## src/rtl/console_pkg.sv

```systemverilog
// Shared types and helpers for the console front-panel row scanner.
//   scan_state_e  : scan FSM state encoding
//   DEF_BLANK_ROW : row code that selects no panel row
//   frame_len()   : clk cycles in one full scan frame
package console_pkg;

   typedef enum logic [1:0] {
      ST_BLANK = 2'd0,
      ST_LED   = 2'd1,
      ST_SW    = 2'd2
   } scan_state_e;

   localparam int DEF_BLANK_ROW = 15;

   function automatic int frame_len(input int led_rows, input int sw_rows,
                                    input int slot_cycles, input int blank_cycles,
                                    input int settle_cycles);
      return led_rows * (blank_cycles + slot_cycles) + sw_rows * (blank_cycles + settle_cycles);
   endfunction

endpackage

```

## src/rtl/switch_debounce.sv

```systemverilog
// Multi-frame debounce for one switch row.
//   clk, reset_n : clock, async active-low reset
//   sample       : 1 on the cycle this row is read (once per frame)
//   raw          : sampled switch value, 1 = closed
//   deb_state    : debounced switch value
//   flip         : combinational, 1 when this sample changes any debounced bit
// A bit follows raw only after DEB_FRAMES consecutive samples that disagree
// with the debounced value; any agreeing sample restarts the count.
module switch_debounce
   import console_pkg::*;
#(
   parameter int COLS       = 18,
   parameter int DEB_FRAMES = 3
) (
   input  logic            clk,
   input  logic            reset_n,
   input  logic            sample,
   input  logic [COLS-1:0] raw,
   output logic [COLS-1:0] deb_state,
   output logic            flip
);

   localparam int CW = $clog2(DEB_FRAMES + 1);

   logic [CW-1:0]   cnt [COLS];
   logic [COLS-1:0] flip_bit;

   always_comb begin
      flip_bit = '0;
      for (int i = 0; i < COLS; i++) begin
         flip_bit[i] = (raw[i] != deb_state[i]) && (cnt[i] == CW'(DEB_FRAMES - 1));
      end
      flip = sample && (|flip_bit);
   end

   always_ff @(posedge clk or negedge reset_n) begin
      if (!reset_n) begin
         deb_state <= '0;
         for (int i = 0; i < COLS; i++) cnt[i] <= '0;
      end else if (sample) begin
         for (int i = 0; i < COLS; i++) begin
            if (raw[i] == deb_state[i]) begin
               cnt[i] <= '0;
            end else if (flip_bit[i]) begin
               cnt[i]       <= '0;
               deb_state[i] <= raw[i];
            end else begin
               cnt[i] <= cnt[i] + 1'b1;
            end
         end
      end
   end

endmodule

```

## src/rtl/console_matrix_scan.sv

```systemverilog
// Row-scan engine for the PiDP-10 front panel. Time-multiplexes LED rows and
// switch rows over one row-address bus and one column bus, with a per-frame
// LED/brightness snapshot, PWM brightness and multi-frame switch debounce.
//   clk, reset_n : clock, async active-low reset
//   led_data     : LED image, row r = bits [r*COLS +: COLS]
//   brightness   : global duty, captured at frame start
//   row_addr     : panel row select (BLANK_ROW = none)
//   col_out      : column drive value
//   col_oe       : 1 = column pads driven
//   col_in       : pad readback, closed switch reads 0
//   switches     : debounced switch state, 1 = closed
//   sw_changed   : 1-cycle pulse on any debounced change
//   frame_done   : 1-cycle pulse on the last cycle of a frame
//
// state    | meaning
// ST_BLANK | dead time before slot `slot`, row deselected, columns driven low
// ST_LED   | LED row `slot` selected, columns driven with PWM-gated row data
// ST_SW    | switch row `slot` selected, columns released, sampled on last cycle
module console_matrix_scan
   import console_pkg::*;
#(
   parameter int LED_ROWS      = 8,
   parameter int SW_ROWS       = 3,
   parameter int COLS          = 18,
   parameter int ROW_W         = 4,
   parameter int BLANK_ROW     = DEF_BLANK_ROW,
   parameter int SLOT_CYCLES   = 64,
   parameter int BLANK_CYCLES  = 4,
   parameter int SETTLE_CYCLES = 8,
   parameter int BRIGHT_W      = 3,
   parameter int DEB_FRAMES    = 3
) (
   input  logic                     clk,
   input  logic                     reset_n,
   input  logic [LED_ROWS*COLS-1:0] led_data,
   input  logic [BRIGHT_W-1:0]      brightness,
   output logic [ROW_W-1:0]         row_addr,
   output logic [COLS-1:0]          col_out,
   output logic                     col_oe,
   input  logic [COLS-1:0]          col_in,
   output logic [SW_ROWS*COLS-1:0]  switches,
   output logic                     sw_changed,
   output logic                     frame_done
);

   localparam int N_SLOTS = LED_ROWS + SW_ROWS;
   localparam int CNT_W   = $clog2(SLOT_CYCLES + BLANK_CYCLES + SETTLE_CYCLES + 1);
   localparam scan_state_e      LAST_STATE = (SW_ROWS == 0) ? ST_LED : ST_SW;
   localparam logic [ROW_W-1:0] LAST_SLOT  = ROW_W'(N_SLOTS - 1);

   // Position registers describe the cycle currently on the outputs; cnt is
   // the number of cycles left in the current state after this one. Reset
   // parks one extra cycle in BLANK so the reset cycle itself (col_oe=0) is
   // followed by a full BLANK_CYCLES of dead time.
   scan_state_e                state, state_nx;
   logic [ROW_W-1:0]           slot, slot_nx;
   logic [CNT_W-1:0]           cnt, cnt_nx;
   logic [LED_ROWS*COLS-1:0]   snap_img;
   logic [BRIGHT_W-1:0]        snap_bright;
   logic [CNT_W-1:0]           on_cycles;
   logic [COLS-1:0]            led_row;
   logic                       snap_take;
   logic                       sample;
   logic [SW_ROWS-1:0]         flip_vec;

   always_comb begin
      state_nx = state;
      slot_nx  = slot;
      cnt_nx   = cnt - 1'b1;
      if (cnt == '0) begin
         case (state)
            ST_BLANK: begin
               if (slot < ROW_W'(LED_ROWS)) begin
                  state_nx = ST_LED;
                  cnt_nx   = CNT_W'(SLOT_CYCLES - 1);
               end else begin
                  state_nx = ST_SW;
                  cnt_nx   = CNT_W'(SETTLE_CYCLES - 1);
               end
            end
            default: begin
               state_nx = ST_BLANK;
               cnt_nx   = CNT_W'(BLANK_CYCLES - 1);
               slot_nx  = (slot == LAST_SLOT) ? '0 : slot + 1'b1;
            end
         endcase
      end
   end

   // Lit window is the first on_cycles of the slot; with a down-counter that
   // is every cycle whose remaining count is at least SLOT_CYCLES-on_cycles.
   always_comb begin
      on_cycles = CNT_W'(((int'(snap_bright) + 1) * SLOT_CYCLES) >> BRIGHT_W);
      led_row   = '0;
      for (int r = 0; r < LED_ROWS; r++) begin
         if (slot_nx == ROW_W'(r)) led_row = snap_img[r*COLS +: COLS];
      end
      snap_take = (state_nx == ST_BLANK) && (slot_nx == '0) &&
                  (cnt_nx == CNT_W'(BLANK_CYCLES - 1));
      sample    = (state == ST_SW) && (cnt == '0);
   end

   always_ff @(posedge clk or negedge reset_n) begin
      if (!reset_n) begin
         state       <= ST_BLANK;
         slot        <= '0;
         cnt         <= CNT_W'(BLANK_CYCLES);
         snap_img    <= '0;
         snap_bright <= '0;
         row_addr    <= ROW_W'(BLANK_ROW);
         col_out     <= '0;
         col_oe      <= 1'b0;
         frame_done  <= 1'b0;
         sw_changed  <= 1'b0;
      end else begin
         state      <= state_nx;
         slot       <= slot_nx;
         cnt        <= cnt_nx;
         row_addr   <= (state_nx == ST_BLANK) ? ROW_W'(BLANK_ROW) : slot_nx;
         col_oe     <= (state_nx != ST_SW);
         col_out    <= ((state_nx == ST_LED) && (cnt_nx >= CNT_W'(SLOT_CYCLES) - on_cycles))
                       ? led_row : '0;
         frame_done <= (state_nx == LAST_STATE) && (slot_nx == LAST_SLOT) && (cnt_nx == '0);
         sw_changed <= |flip_vec;
         if (snap_take) begin
            snap_img    <= led_data;
            snap_bright <= brightness;
         end
      end
   end

   for (genvar r = 0; r < SW_ROWS; r++) begin : g_sw
      switch_debounce #(
         .COLS       (COLS),
         .DEB_FRAMES (DEB_FRAMES)
      ) u_deb (
         .clk       (clk),
         .reset_n   (reset_n),
         .sample    (sample && (slot == ROW_W'(LED_ROWS + r))),
         .raw       (~col_in),
         .deb_state (switches[r*COLS +: COLS]),
         .flip      (flip_vec[r])
      );
   end

endmodule

```

## config.mk

```make
export PLATFORM = sky130hd
export DESIGN_NAME = console_matrix_scan
export DESIGN_NICKNAME = d
export VERILOG_FILES = /design/src/rtl/console_pkg.sv /design/src/rtl/switch_debounce.sv /design/src/rtl/console_matrix_scan.sv
export SDC_FILE = /design/constraint.sdc
export NUM_CORES = 1
export LEC_CHECK = 0
export BUFFER_PORTS_ARGS = -buffer_cell sky130_fd_sc_hd__buf_2
export CAP_MARGIN = 10
export CELL_PAD_IN_SITES_DETAIL_PLACEMENT = 1
export CELL_PAD_IN_SITES_GLOBAL_PLACEMENT = 2
export CORE_MARGIN = 3
export CORE_UTILIZATION = 37
export CTS_CLUSTER_DIAMETER = 150
export DETAILED_ROUTE_END_ITERATION = 7
export PLACE_DENSITY_LB_ADDON = 0.05
export SYNTH_ARGS = -nofsm -noshare
export SYNTH_HDL_FRONTEND = slang
export SYNTH_SLANG_ARGS = --single-unit
```

## constraint.sdc

```tcl
create_clock -name clk -period 3.6 [get_ports clk]
set_input_delay 0.72 -clock clk [delete_from_list [all_inputs] [get_ports clk]]
set_output_delay 0.72 -clock clk [all_outputs]
set_load 0.05 [all_outputs]
```

==> impl_metrics.tcl, run 1 <==
set metrics [dict create \
    fp.dieArea_um2 47000 \
    netlist.top_cell.by_area "dfrtp_1" \
    syn_to_final_growth_pct 19.2 \
    clk_latency_ns 0.56 \
    pre_cts_ws_ns 0.197 \
    clkSinkCount 347 \
    combPwrFrac_pct 3.5 \
    track_usage_pct 20.9 \
    grt_pass1_vias 13200 \
    postLayoutCoreUtil_pct 45.1 \
    drc_errors 0 \
    async_reset_ff_share_pct 100 \
    finalClockSkew_ns 0.0105 \
    outcome "complete, no violations" \
    crit_fanout 18 \
    synth_ff_type "dfrtp_1" \
    hold_violations 0 \
    maxCapViolCount 0 \
    synth_edf_count 0 \
    synth-xor-area-share_pct 3.25 \
    synth_top_area_share_pct 52.0 \
    p_total_mw 8.31 \
    synth_top_family_by_area "simple AND/OR/NAND/NOR gates" \
    antenna_found_initial 1 \
    crit_required_ns 4.02 \
    first_iter_violations 771 \
    cp-start-kind "flip-flop" \
    timing.slew.headroom_pct 48.7 \
    vias 12500 \
    synth.area.top_cells "dfrtp_1 52%, mux2_1 8.2%, nand2_1 7.6%" \
    seq_power_share_pct 47.3 \
    worst_pin_slew_ns 0.768 \
    h-tree-depth 2 \
    io_buffers 245 \
    fmax_mhz 313 \
    chipWidth_um 217 \
    cts_tree "yes" \
    gp_congestion 0.811 \
    grt_pass1_wl_um 77300 \
    start_util_pct 37.9 \
    power_switching_mw 1.86 \
    antenna_left 0 \
    viasPerCell 5.18 \
    ys_ff_latch 347 \
    syn_avg_cell_area_um2 10.5 \
    path_class "reg2reg" \
    total_leakage_power_nw 9.26 \
    yosys.area_share.adder_pct 0.912 \
    p_int_mw 6.44 \
    netlist_instances 1570 \
    holdWs_ns 0.168 \
    rsz0062_at_grt "false" \
    power_density_nw_per_um2 423 \
    cts_root_buf "clkbuf_16" \
    yosys_warnings 0 \
    pwr-share-clk_pct 49.2 \
    synth_area_um2 16500 \
    clk_pin_slew_ns 0.06 \
    synthSimpleGateAreaFrac_pct 18.2 \
    insertedDiodeCount 0 \
    timing.final.ws_setup_ns 0.402 \
    arrival_ns 3.62 \
    tns_ns 0 \
    core_um2 43500 \
    routed_wl_um 49100 \
    yosys.cell_count.top_type "dfrtp_1" \
    critPathCaptureType "flip-flop" \
    overflow 0 \
    drive_gt1_share_pct 22.3 \
    muxShareOfSynthArea_pct 11.9 \
    hold_class "in2async" \
    die_y_um 217 \
    routedWlPerCell_um 20.3 \
    synth_compound_area_share_pct 9.27 \
    instances_no_fill 2423 \
    slew_violations 0 \
    irDropWorstVdd_mv 0.307 \
    swShare_pct 22.4 \
    place_area_um2 18300 \
    ys_top_cells_by_count "342 x dfrtp_1, 332 x nand2_1, 120 x mux2_1, 106 x o21ai_0, 101 x nor2_1" \
    setup_viol 0 \
    fin_nets 1983 \
    ys_seq_area_share_pct 52.8 \
    grt_max_degree 84 \
    dp_hpwl_um 35700 \
    period_share_pct 88.8 \
    synth_nets 1745 \
    place_inst 2349 \
    ios 246 \
    cts_made_buffers 42 \
    post-route-min-period_ns 3.20 \
    synth_cell_types 62 \
    rows 76 \
    drt_pass1_iterations 5 \
    clockBufferDepth 3 \
    fin_area_um2 19600 \
]
[critical path, cell delays in order (launching register included)]
cell	delay, ns
dfrtp_1	0.41
inv_1	0.12
ha_1	0.30
nor2b_4	0.27
nand2_1	0.20
a21oi_1	0.22
a21oi_1	0.14
inv_1	0.10
ha_1	0.14
inv_1	0.04
a2111oi_1	0.45
o21ai_0	0.18
nand3_1	0.10
buf_4	0.28
a2111oi_0	0.11
[what timing repair did]
action                     CTS  global route
gates resized for setup      0             3
setup endpoints to repair    0           126
buffers inserted             0             0
hold buffers                 0             0
[registers in the layout (all words and copies together), names as in the netlist]
| register | cells |
|---|---|
| snap_img | 144 |
| g_sw.u_deb.deb_state | 54 |
| sw_changed | 1 |
| col_oe | 1 |
| col_out | 18 |
| snap_bright | 3 |
| cnt | 7 |
| slot | 4 |
| frame_done | 1 |
| g_sw.u_deb.cnt | 108 |
| row_addr | 4 |
| state | 2 |
[final cells by class]
type / count / area [um^2]
timing repair buffer: 284 / 1630
sequential: 347 / 8690
clock buffer: 66 / 1270
tap: 585 / 732
fill: 4896 / 23800
clock inverter: 8 / 58.8
inverter: 14 / 52.6
multi-input combinational: 1119 / 7180
[metal layers]
metal  vias to the layer above  GRT usage [%]  routed length [um]
li1                       5981              -                   -
met1                      6263           28.3               22500
met2                       240           35.2               23600
met3                        58           3.14                1980
met4                         2           5.52                 935
met5                         -              0                   8
[cells by family after synthesis]
group,count (synthesis)
buf+inv,104
fa+ha+maj,13
xor+xnor,61
compound gates,244
simple gates,630
mux,171
flops,347
[power groups by stage]
| stage | Clock [mW] | Combinational [mW] | Sequential (mW) |
|---|---|---|---|
| after detailed placement | 0 | 0.303 | 3.99 |
| after global routing | 4.40 | 0.328 | 3.92 |
| after CTS | 4.23 | 0.305 | 3.92 |
| after global placement | 0 | 0.302 | 3.99 |
| after floorplan | 0 | 0.0672 | 3.99 |
| final | 4.09 | 0.292 | 3.93 |
[worst paths after layout]
| kind | from | to | slack (ns) | depth (start not counted) |
|---|---|---|---|---|
| max in group asynchronous | reset_n | g_sw[2].u_deb.deb_state[6] | 2.60 | 2 |
| max reg2reg | cnt[0] | col_out[10] | 0.40 | 14 |
| min reg2reg | snap_img[127] | snap_img[127] | 0.49 | 1 |
| min | reset_n | g_sw[0].u_deb.cnt[27] | 0.17 | 1 |
| min in group clk | led_data[140] | snap_img[140] | 0.37 | 2 |
| max | cnt[0] | col_out[10] | 0.40 | 14 |
[cell usage in the layout (no fill, tap or decap), types with 6 or more instances in the layout]
| cell type | count |
|---|---|
| nor2b_1 | 10 |
| nand4_1 | 8 |
| ha_1 | 8 |
| clkbuf_8 | 13 |
| dfrtp_1 | 342 |
| and3_1 | 19 |
| clkbuf_1 | 11 |
| a21oi_1 | 39 |
| nor3_1 | 20 |
| a22o_1 | 15 |
| xor2_1 | 48 |
| nand2_1 | 332 |
| nor4b_1 | 6 |
| mux2_1 | 120 |
| nand3b_1 | 22 |
| nand3_1 | 12 |
| buf_12 | 8 |
| nor2_1 | 101 |
| buf_4 | 31 |
| nor4_1 | 23 |
| o21ai_0 | 106 |
| clkbuf_16 | 42 |
| a22oi_1 | 14 |
| mux2i_1 | 7 |
| nor3b_1 | 47 |
| a222oi_1 | 17 |
| xnor2_1 | 13 |
| a21o_1 | 8 |
| mux2_2 | 34 |
| mux2_4 | 10 |
| inv_1 | 13 |
| buf_2 | 244 |
| o22ai_1 | 17 |
(Power assumes the default switching activity.)
==> run 2: changes to the inputs <==
Settings changed: GPL_TIMING_DRIVEN set to 0.
==> impl_metrics.tcl, run 2 (synthesized netlist as in run 1, its figures left out) <==
set metrics [dict create \
    outcome "complete, no violations" \
    holdBufCountCts 0 \
    reg2reg_depth 13 \
    fin_nets 2023 \
    hold_class "in2async" \
    seq_area_um2 8690 \
    track_usage_pct 22.5 \
    antenna_found_initial 10 \
    period_share_pct 93.2 \
    viasPerCell 5.22 \
    io_buffers 227 \
    core_um2 43500 \
    layout_common_cells "342 x dfrtp_1, 331 x nand2_1, 232 x buf_2, 120 x mux2_1, 106 x o21ai_0" \
    h-tree-depth 2 \
    num-fill-cells 4896 \
    first_iter_violations 685 \
    worst_pin_slew_ns 0.963 \
    final_common_cell "dfrtp_1" \
    ios 246 \
    crit_required_ns 4.00 \
    clk_pin_slew_ns 0.06 \
    maxCapViolCount 0 \
    clkSinkCount 347 \
    grt_pass1_wl_um 81700 \
    cts_made_buffers 41 \
    start_util_pct 37.9 \
    arrival_ns 3.75 \
    timing.final.ws_setup_ns 0.243 \
    place_area_um2 18400 \
    postLayoutCoreUtil_pct 45.6 \
    gp_congestion 0.802 \
    finalClockSkew_ns 0.0169 \
    fp.dieArea_um2 47000 \
    critPathCaptureType "flip-flop" \
    timing.slew.headroom_pct 35.7 \
    cts_tree "yes" \
    pre_cts_ws_ns -0.586 \
    setup_viol 0 \
    slew_violations 0 \
    grt_max_degree 111 \
    routedWlPerCell_um 21.4 \
    largest_reg_flops 144 \
    fmax_mhz 298 \
    drt_pass1_iterations 5 \
    cts_root_buf "clkbuf_16" \
    irDropWorstVdd_mv 0.302 \
    crit_fanout 10 \
    reg_top3 "snap_img x144, g_sw.u_deb.cnt x108, g_sw.u_deb.deb_state x54" \
    syn_to_final_growth_pct 20.5 \
    chipWidth_um 217 \
    die_y_um 217 \
    drc_errors 0 \
    multi_input_area_um2 7220 \
    power_density_nw_per_um2 421 \
    path_class "reg2reg" \
    routed_wl_um 52700 \
    vias 12900 \
    drive_gt1_share_pct 20.8 \
    p_total_mw 8.34 \
    antenna_left 0 \
    grt_pass1_vias 13700 \
    rows 76 \
    hold_violations 0 \
    post-route-min-period_ns 3.36 \
    overflow 0 \
    clk_latency_ns 0.56 \
    cp-start-kind "flip-flop" \
    total_leakage_power_nw 9.25 \
    top_register "snap_img" \
    clockBufferDepth 3 \
    fin_area_um2 19800 \
    dp_hpwl_um 39000 \
]
==> run 2: changes by cell type in the layout (fill, tap and decap cells not counted), sizes merged <==
cell | previous run | this run
clkbuf | 66 | 124
buf | 284 | 261
diode | 0 | 4
clkinv | 7 | 8
bufinv | 0 | 3
==> run 2: repair_timing <==
action                                 CTS  global route
setup buffers                            2             0
gates resized for setup                  9             8
setup endpoints to repair               48           158
endpoints found under the hold margin    0             0
pin swaps                                1             0
==> run 2: worst max-delay path, stage by stage, from the launching register on <==
cell	delay (ns)
dfrtp_1	0.42
inv_1	0.12
ha_2	0.27
nor2b_1	0.16
clkbuf_2	0.21
nand2_2	0.19
a21oi_4	0.24
a21oi_1	0.09
ha_1	0.33
a2111oi_1	0.36
o21ai_0	0.20
nand3_2	0.23
clkbuf_4	0.28
a221oi_2	0.08
==> run 2: cell type report <==
| type | instances | area share (%) |
|---|---|---|
| diodes | 4 | 0.0505 |
| plain buffers | 90 | 2.81 |
| clock buffers | 60 | 5.89 |
| clock inverters | 12 | 0.719 |
| inverters | 14 | 0.265 |
| multi-input cells | 1119 | 36.4 |
| flip-flops and latches | 347 | 43.8 |
| well taps | 585 | 3.69 |
| repair buffers | 235 | 6.35 |
==> run 2: final timing paths <==
path	start	endpoint	slack [ns]
max	cnt[0]	col_out[16]	0.24
min	reset_n	g_sw[0].u_deb.cnt[35]	0.09
max reg2reg	cnt[0]	col_out[16]	0.24
min reg2reg	snap_img[72]	snap_img[72]	0.48
max in group asynchronous	reset_n	snap_img[77]	2.11
min in group clk	led_data[80]	snap_img[80]	0.37
==> run 2: per-stage QoR <==
step / hold WS [ns] / instances / setup TNS [ns]
after global routing: 0.106 / 2463 / -0.0358
after floorplan: 0.424 / 1570 / 0
after CTS: 0.0908 / 2460 / 0
after detailed placement: 0.469 / 2386 / -4.98
after global placement: 0.462 / 2382 / -1850.71
final: 0.0928 / 2466 / 0
==> run 2: power breakdown <==
group	switching [mW]	internal, mW	total, mW
Combinational	0.175	0.102	0.277
Sequential	0.0120	3.91	3.92
Clock	1.68	2.46	4.14
Total	1.87	6.47	8.34
==> run 2: per-layer routing <==
metal | share of wire [%] | GRT usage [%] | vias to the layer above
met5 | 0.16 | 0 | -
met4 | 2.3 | 6.37 | 12
met3 | 4.5 | 4.43 | 78
met2 | 49 | 38.3 | 233
met1 | 44 | 29.3 | 6491
li1 | - | - | 6067
==> run 3: changes to the inputs <==
Settings changed: PLACE_DENSITY_LB_ADDON 0.05 to 0.1.
==> impl_metrics.tcl, run 3 (synthesized netlist as in run 1, its figures left out) <==
set metrics [dict create \
    outcome "complete, no violations" \
    cts_tree "yes" \
    multi_input_area_um2 7210 \
    die_y_um 217 \
    fin_area_um2 19800 \
    top_register "snap_img" \
    critPathCaptureType "flip-flop" \
    dp_hpwl_um 38800 \
    finalClockSkew_ns 0.0132 \
    clk_latency_ns 0.56 \
    grt_max_degree 93 \
    place_area_um2 18400 \
    drc_errors 0 \
    drive_gt1_share_pct 20.7 \
    place_inst 2385 \
    clockBufferDepth 3 \
    power_density_nw_per_um2 423 \
    timing.slew.headroom_pct 24.8 \
    postLayoutCoreUtil_pct 45.7 \
    path_class "reg2reg" \
    setup_viol 0 \
    cp_num_buf_inv 4 \
    start_util_pct 37.9 \
    post-route-min-period_ns 3.35 \
    largest_reg_flops 144 \
    final_common_cell "dfrtp_1" \
    slew_violations 0 \
    layout_common_cells "342 x dfrtp_1, 331 x nand2_1, 231 x buf_2, 120 x mux2_1, 106 x o21ai_0" \
    timing.final.ws_setup_ns 0.251 \
    instances_no_fill 2461 \
    track_usage_pct 22.1 \
    period_share_pct 93.0 \
    holdWs_ns 0.171 \
    path_cells "inv_1 > ha_2 > nor2b_1 > clkbuf_2 > nand2_2 > a21oi_2 > inv_1 > ha_1 > nand3_1 > o21ai_0 > nand3_2 > clkbuf_4 > a221oi_2" \
    viasPerCell 5.20 \
    rsz0062_at_grt "false" \
    arrival_ns 3.77 \
    core_um2 43500 \
    seq_area_um2 8690 \
    syn_to_final_growth_pct 20.6 \
    num-fill-cells 4869 \
    worst_pin_slew_ns 1.11 \
    fmax_mhz 299 \
    clk_pin_slew_ns 0.06 \
    cts_made_buffers 41 \
    io_buffers 227 \
    routed_wl_um 52200 \
    cp-start-kind "flip-flop" \
    fp.dieArea_um2 47000 \
    cts_root_buf "clkbuf_16" \
    cp_top_family "compound AO/OA/AOI/OAI gates" \
    overflow 0 \
    gp_congestion 0.832 \
    rows 76 \
    p_total_mw 8.40 \
    total_leakage_power_nw 9.25 \
    timing.critical_path.mode_cell "inv_1" \
    antenna_left 0 \
    chipWidth_um 217 \
    hold_class "in2async" \
    grt_pass1_wl_um 80100 \
    antenna_found_initial 8 \
    irDropWorstVdd_mv 0.295 \
    clkSinkCount 347 \
    maxCapViolCount 0 \
    h-tree-depth 2 \
    vias 12800 \
    drt_pass1_iterations 5 \
    max_stage_delay_ns 0.42 \
    tns_ns 0 \
    crit_required_ns 4.02 \
    hold_violations 0 \
    grt_pass1_vias 13400 \
    cp_slowest_cell "dfrtp_1" \
    reg_top3 "snap_img x144, g_sw.u_deb.cnt x108, g_sw.u_deb.deb_state x54" \
    crit_fanout 10 \
    fin_nets 2021 \
    routedWlPerCell_um 21.2 \
    first_iter_violations 791 \
    ios 246 \
    pre_cts_ws_ns -0.509 \
    holdBufCountCts 0 \
]
[run 3: cell types whose count changed in the layout (fill, tap and decap cells not counted), moves of 2 or more]
cell and change:
a21oi_4 -2, clkbuf_16 +2, clkbuf_8 +3, a21oi_2 +2, diode_2 -2, clkinv_2 -4
[run 3: where the power goes]
part           leakage (nW)  switching (mW)  internal (mW)
clock                 0.661            1.67           2.53
sequential             4.12          0.0113           3.91
combinational          4.47           0.177          0.102
total                  9.25            1.86           6.54
[run 3: per-layer routing]
layer / GRT usage, % / wire length, um
met4: 4.54 / 902
met5: 0 / 64
met1: 30.0 / 23600
met3: 4.75 / 2700
met2: 36.7 / 24900
[run 3: area by class of cell]
type                       count  area share, %
antenna                        2         0.0252
buffer                        90           2.81
clock buffer                  65           6.34
clock inverter                 6          0.423
inverter                      14          0.265
multi-input combinational   1119           36.4
sequential                   347           43.8
tap                          585           3.69
timing repair buffer         233           6.29
[run 3: path summary, 6_finish.rpt]
path	cells past startpoint	from	endpoint	slack [ns]
max in group asynchronous	3	reset_n	snap_img[9]	2.03
setup / recovery	13	cnt[0]	col_out[16]	0.25
hold reg to reg	1	snap_img[143]	snap_img[143]	0.49
hold / removal	1	reset_n	g_sw[0].u_deb.deb_state[6]	0.17
min in group clk	2	led_data[142]	snap_img[142]	0.37
setup reg to reg	13	cnt[0]	col_out[16]	0.25
[run 3: repair_timing]
item / 4_1_cts / 5_1_grt
buffers inserted: 0 / 3
gates resized for setup: 8 / 8
endpoints found under the setup margin: 26 / 124
cloned: 0 / 0
pin swaps: 0 / 1
